$ cat src/rtl/scale_tracker.sv
// scale_tracker
//   Maps raster (hcount, vcount) to source-frame coordinates for an integer
//   scale factor per axis (1..MAX_SCALE). Sub-pixel counters replace
//   dividers. Scale changes are taken only at frame start (hcount==vcount==0).
//   Also produces the linear frame-buffer read address and a sticky
//   raster-discontinuity flag. Outputs are registered and describe the inputs
//   sampled two clock edges earlier.
//
// Ports
//   clk_in             pixel clock
//   rst_n_in           asynchronous active-low reset
//   hcount_in          raster column (+1 per cycle, 0 at row start, may stall)
//   vcount_in          raster row
//   scale_x_in         requested horizontal factor (sampled at frame start)
//   scale_y_in         requested vertical factor (sampled at frame start)
//   scaled_hcount_out  source column
//   scaled_vcount_out  source row
//   valid_addr_out     source coordinate lies inside SRC_W x SRC_H
//   addr_out           scaled_vcount*SRC_W + scaled_hcount, 0 when invalid
//   sync_err_out       sticky discontinuity flag, cleared at frame start
module scale_tracker #(
  parameter int H_WIDTH   = 11,
  parameter int V_WIDTH   = 10,
  parameter int SRC_W     = 240,
  parameter int SRC_H     = 320,
  parameter int MAX_SCALE = 4,
  parameter int S_WIDTH   = 3,
  parameter int ADDR_W    = 17
) (
  input  logic               clk_in,
  input  logic               rst_n_in,
  input  logic [H_WIDTH-1:0] hcount_in,
  input  logic [V_WIDTH-1:0] vcount_in,
  input  logic [S_WIDTH-1:0] scale_x_in,
  input  logic [S_WIDTH-1:0] scale_y_in,
  output logic [H_WIDTH-1:0] scaled_hcount_out,
  output logic [V_WIDTH-1:0] scaled_vcount_out,
  output logic               valid_addr_out,
  output logic [ADDR_W-1:0]  addr_out,
  output logic               sync_err_out
);

  localparam logic [31:0] LP_SRC_W = SRC_W;
  localparam logic [31:0] LP_SRC_H = SRC_H;

  // Illegal requests (0 or above MAX_SCALE) fall back to 1:1.
  function automatic logic [S_WIDTH-1:0] legal_scale(input logic [S_WIDTH-1:0] s);
    if ((s == '0) || (s > S_WIDTH'(MAX_SCALE))) return S_WIDTH'(1);
    return s;
  endfunction

  // Stage 1 state
  logic [S_WIDTH-1:0] r_scale_x, r_scale_y;
  logic [S_WIDTH-1:0] r_hsub, r_vsub;
  logic [H_WIDTH-1:0] r_hscaled, r_hprev;
  logic [V_WIDTH-1:0] r_vscaled, r_vprev;
  logic               r_err;

  // Stage 2 state
  logic [H_WIDTH-1:0] r_hout;
  logic [V_WIDTH-1:0] r_vout;
  logic               r_valid;
  logic [ADDR_W-1:0]  r_addr;
  logic               r_err_out;

  logic               w_fs;
  logic [S_WIDTH-1:0] w_scale_x, w_scale_y;
  logic [S_WIDTH-1:0] w_hsub_nxt, w_vsub_nxt;
  logic [H_WIDTH-1:0] w_hscaled_nxt;
  logic [V_WIDTH-1:0] w_vscaled_nxt;
  logic               w_hdisc, w_vdisc, w_err_nxt;
  logic               w_valid;
  logic [ADDR_W-1:0]  w_addr;

  assign w_fs = (hcount_in == '0) && (vcount_in == '0);

  // The newly requested scale already governs the frame-start pixel.
  assign w_scale_x = w_fs ? legal_scale(scale_x_in) : r_scale_x;
  assign w_scale_y = w_fs ? legal_scale(scale_y_in) : r_scale_y;

  // Horizontal tracker
  always_comb begin
    w_hsub_nxt    = r_hsub;
    w_hscaled_nxt = r_hscaled;
    w_hdisc       = 1'b0;
    if (hcount_in == '0) begin
      w_hsub_nxt    = '0;
      w_hscaled_nxt = '0;
    end else if (hcount_in == r_hprev + H_WIDTH'(1)) begin
      if (r_hsub >= w_scale_x - S_WIDTH'(1)) begin
        w_hsub_nxt = '0;
        if (r_hscaled != '1) w_hscaled_nxt = r_hscaled + H_WIDTH'(1);
      end else begin
        w_hsub_nxt = r_hsub + S_WIDTH'(1);
      end
    end else if (hcount_in != r_hprev) begin
      w_hdisc = 1'b1;
    end
  end

  // Vertical tracker
  always_comb begin
    w_vsub_nxt    = r_vsub;
    w_vscaled_nxt = r_vscaled;
    w_vdisc       = 1'b0;
    if (vcount_in == '0) begin
      w_vsub_nxt    = '0;
      w_vscaled_nxt = '0;
    end else if (vcount_in == r_vprev + V_WIDTH'(1)) begin
      if (r_vsub >= w_scale_y - S_WIDTH'(1)) begin
        w_vsub_nxt = '0;
        if (r_vscaled != '1) w_vscaled_nxt = r_vscaled + V_WIDTH'(1);
      end else begin
        w_vsub_nxt = r_vsub + S_WIDTH'(1);
      end
    end else if (vcount_in != r_vprev) begin
      w_vdisc = 1'b1;
    end
  end

  // Frame start restarts the sticky flag, but a discontinuity seen on that
  // same cycle still wins.
  assign w_err_nxt = w_fs ? (w_hdisc | w_vdisc) : (r_err | w_hdisc | w_vdisc);

  always_ff @(posedge clk_in or negedge rst_n_in) begin
    if (!rst_n_in) begin
      r_scale_x <= S_WIDTH'(1);
      r_scale_y <= S_WIDTH'(1);
      r_hsub    <= '0;
      r_vsub    <= '0;
      r_hscaled <= '0;
      r_vscaled <= '0;
      r_hprev   <= '0;
      r_vprev   <= '0;
      r_err     <= 1'b0;
    end else begin
      r_scale_x <= w_scale_x;
      r_scale_y <= w_scale_y;
      r_hsub    <= w_hsub_nxt;
      r_vsub    <= w_vsub_nxt;
      r_hscaled <= w_hscaled_nxt;
      r_vscaled <= w_vscaled_nxt;
      r_hprev   <= hcount_in;
      r_vprev   <= vcount_in;
      r_err     <= w_err_nxt;
    end
  end

  assign w_valid = (32'(r_hscaled) < LP_SRC_W) && (32'(r_vscaled) < LP_SRC_H);
  assign w_addr  = w_valid ? (ADDR_W'(r_vscaled) * ADDR_W'(SRC_W) + ADDR_W'(r_hscaled)) : '0;

  always_ff @(posedge clk_in or negedge rst_n_in) begin
    if (!rst_n_in) begin
      r_hout    <= '0;
      r_vout    <= '0;
      r_valid   <= 1'b0;
      r_addr    <= '0;
      r_err_out <= 1'b0;
    end else begin
      r_hout    <= r_hscaled;
      r_vout    <= r_vscaled;
      r_valid   <= w_valid;
      r_addr    <= w_addr;
      r_err_out <= r_err;
    end
  end

  assign scaled_hcount_out = r_hout;
  assign scaled_vcount_out = r_vout;
  assign valid_addr_out    = r_valid;
  assign addr_out          = r_addr;
  assign sync_err_out      = r_err_out;

endmodule

$ cat config.mk
export PLATFORM = sky130hd
export DESIGN_NAME = scale_tracker
export DESIGN_NICKNAME = d
export VERILOG_FILES = /design/src/rtl/scale_tracker.sv
export SDC_FILE = /design/constraint.sdc
export NUM_CORES = 1
export LEC_CHECK = 0
export CAP_MARGIN = 20
export CELL_PAD_IN_SITES_DETAIL_PLACEMENT = 0
export CELL_PAD_IN_SITES_GLOBAL_PLACEMENT = 1
export CORE_ASPECT_RATIO = 1.25
export CORE_UTILIZATION = 40
export DETAILED_ROUTE_END_ITERATION = 7
export PLACE_DENSITY = 0.86
export SLEW_MARGIN = 40
export SYNTH_ARGS = -nofsm -noshare
export SYNTH_HDL_FRONTEND = slang
export SYNTH_SLANG_ARGS = --single-unit
$ cat constraint.sdc
create_clock -name clk_in -period 4.5 [get_ports clk_in]
set_clock_uncertainty 0.2 [all_clocks]
set_input_delay 1.35 -clock clk_in [delete_from_list [all_inputs] [get_ports clk_in]]
set_output_delay 1.35 -clock clk_in [all_outputs]
set_load 0.005 [all_outputs]
==> flow_summary_export.csv <==
group,metric,value,unit
timing,slew_headroom,46.3,%
clock_network,clock_latency,0.35,ns
final_layout,final_area,7680,µm²
placed_design,place.gp.congestion,0.943,
grt,grt_usage,18.2,%
clock_network,root_buffer,"clkbuf_16",
worst_setup_path,start_kind,"primary input",
timing,timing.fmax,0.225,GHz
timing,rsz0062_at_grt,"yes",
worst_hold_path,hold_class,"reg -> reg",
clock_network,cts.sinks,95,
drt,viasPerCell,5.36,
logic_synthesis,synth_top_flop_cell,"dfrtp_1",
logic_synthesis,syn_area,5910,µm²
clock_network,ctsHoldBuffers,0,
logic_synthesis,yosysSeqAreaShare,40.3,%
logic_synthesis,ys_top_cells_by_area,"dfrtp_1, ha_1, fa_1",
grt,grt_pass1_vias,4986,
final_layout,area_delta_synth_final,29.9,%
logic_synthesis,ys_types,60,
die,die_area,15300,µm²
drt,first_iter_violations,154,
final_layout,layout-drive-gt1-share,18.2,%
worst_setup_path,endpoint_kind,"flip-flop",
logic_synthesis,ys_ff_latch,95,
clock_network,cts_tree,"yes",
logic_synthesis,synth-edff-count,0,
logic_synthesis,synth_fp_nets,686,
worst_setup_path,required,4.53,ns
worst_setup_path,critPathKind,"in -> reg",
logic_synthesis,ys_warn_count,0,
drt,dr.pass1.iters,4,
grt,antenna_found_initial,0,
grt,grt_pass1_wl,22400,µm
pwr,p_per_area,229,nW/µm²
drt,wl,13300,µm
timing,post-route-min-period,4.44,ns
pwr,power.leakage,3.66,nW
worst_setup_path,cp_data_arrival_time,4.46,ns
clock_network,path_clk_slew,0.07,ns
placed_design,place_area,7160,µm²
grt,grt_start_max_net_pins,51,
grt,use_met2,34.7,%
die,start_util,41.0,%
timing,setup_viol,0,
die,fp.dieW,111,µm
logic_synthesis,async_flop_share,100,%
die,die_y,138,µm
timing,worst_pin_slew,0.803,ns
flow_run,drv_cap,0,
final_layout,final_util,53.3,%
drt,wl_per_cell,14.8,µm
grt,grtUsageMet1,20.0,%
final_layout,antenna_cells,0,
final_layout,fin_nets,815,
timing,period_share,98.6,%
grt,grt_use_met3,2.40,%
drt,via_count,4844,
worst_setup_path,r2r_cells,13,
clock_network,clock_path_buffers,2,
die,core_area,14400,µm²
logic_synthesis,synth_top_cell_by_area,"dfrtp_1",
die,rows,49,
timing,final_hold_viol_count,0,
grt,overflow,0,
logic_synthesis,syn_area_per_cell,10.0,µm²
placed_design,port_buffers,68,
final_layout,mostFrequentLayoutCells,"dfrtp_1, buf_4, inv_1",
timing,finalMaxSlewViolations,0,
logic_synthesis,syn_inst,591,
run_status,run_status,"complete, no violations",
clock_network,h-tree-depth,3,
worst_hold_path,min_path_cells,0,
final_layout,final_common_cell,"dfrtp_1",
pwr,ir_drop,141,µV
clock_network,numCtsBuffers,9,
logic_synthesis,netlist.area_leader.share,39.4,%
die,ios,69,
drt,ant_nets,0,
placed_design,dp_hpwl,10100,µm
drt,drcViolationCount,0,
worst_setup_path,cp_max_fo,7,
grt,top_usage_layer,"met2",
report_power, final:
part           total [mW]  internal (mW)  switching [mW]
Sequential          0.879          0.865          0.0141
Combinational       0.136         0.0635          0.0724
Clock               0.748          0.389           0.359
Total                1.76           1.32           0.446
kinds of logic (layout without fill, tap and decap cells):
logic type	count (synthesis)	after routing	share of synthesized area (%)
AOI/OAI and AO/OA	100	100	12.1
xor gates and xnor gates	51	51	7.56
adders and majority gates	66	66	16.3
buffers and inverters	77	210	5.29
DFF	95	95	40.3
muxes	10	10	1.76
and+or+nand+nor	192	193	16.8
layout make-up:
type | count | area (µm²)
fill | 1263 | 6730
multi-input combinational | 420 | 3410
sequential | 95 | 2380
timing repair buffer | 132 | 1150
inverter | 62 | 233
clock buffer | 9 | 225
tap | 178 | 223
clock inverter | 7 | 62.6
synthesized netlist by cell type, drive strengths merged (9+ instances only):
library cell and n:
dfrtp 93, nor4 9, o21ai 14, nand2b 13, xnor2 30, nand3 19, inv 62, nor3 13
nand4 16, a21oi 21, nand2 45, nor2 40, xor2 21, ha 48, fa 18, clkbuf 11
o311ai 9
layer usage:
layer	up-vias	share of wire, %
met5	-	0
met2	110	54
met3	22	3.4
met4	0	2.8
li1	2342	-
met1	2370	40
path summary, 6_finish.rpt:
kind	endpoint	slack (ns)	from
setup / recovery	r_hscaled[6]	0.06	hcount_in[3]
hold / removal	sync_err_out	0.21	r_err
setup reg to reg	addr_out[16]	0.33	r_vscaled[1]
hold reg to reg	sync_err_out	0.21	r_err
max in group asynchronous	addr_out[2]	2.46	rst_n_in
min in group asynchronous	scaled_vcount_out[3]	0.82	rst_n_in
per-stage QoR:
stage	setup WS, ns	hold WS (ns)	instances	power (mW)	setup TNS, ns
2_1_floorplan	-0.0647	0.154	591	0.950	-0.278
4_1_cts	0.00144	0.204	898	1.78	0
3_3_place_gp	-0.533	0.185	873	1.03	-7.62
3_5_place_dp	-0.668	0.180	873	1.03	-10.31
6_report	0.0625	0.211	903	1.76	0
5_1_grt	-0.0524	0.218	903	1.83	-0.106
registers in the layout, summed over array words and instances, names as in the netlist, 10 cells and up:
name	cells
addr_out	17
r_hprev	11
r_hscaled	11
scaled_hcount_out	11
r_vprev	10
r_vscaled	10
scaled_vcount_out	10
critical path, cell delays in order:
cell and delay (ns):
clkdlybuf4s15_2 0.20, nor4_4 0.29, and3_4 0.26, nand2_4 0.08, buf_4 0.14, nand2_1 0.06, o21a_1 0.13, ha_1 0.24
ha_1 0.29, a21o_1 0.13, a21oi_2 0.06, a31o_2 0.23, or4_4 0.46, buf_12 0.16, o311ai_2 0.25, o41ai_2 0.12
repair_timing:
item | in CTS | in global routing
endpoints found under the hold margin | 0 | 0
gates resized for setup | 63 | 14
pin swaps | 19 | 17
cloned | 1 | 0
setup endpoints to repair | 14 | 16
setup buffers | 8 | 5
Note: power is estimated with default switching activity, not from simulation.
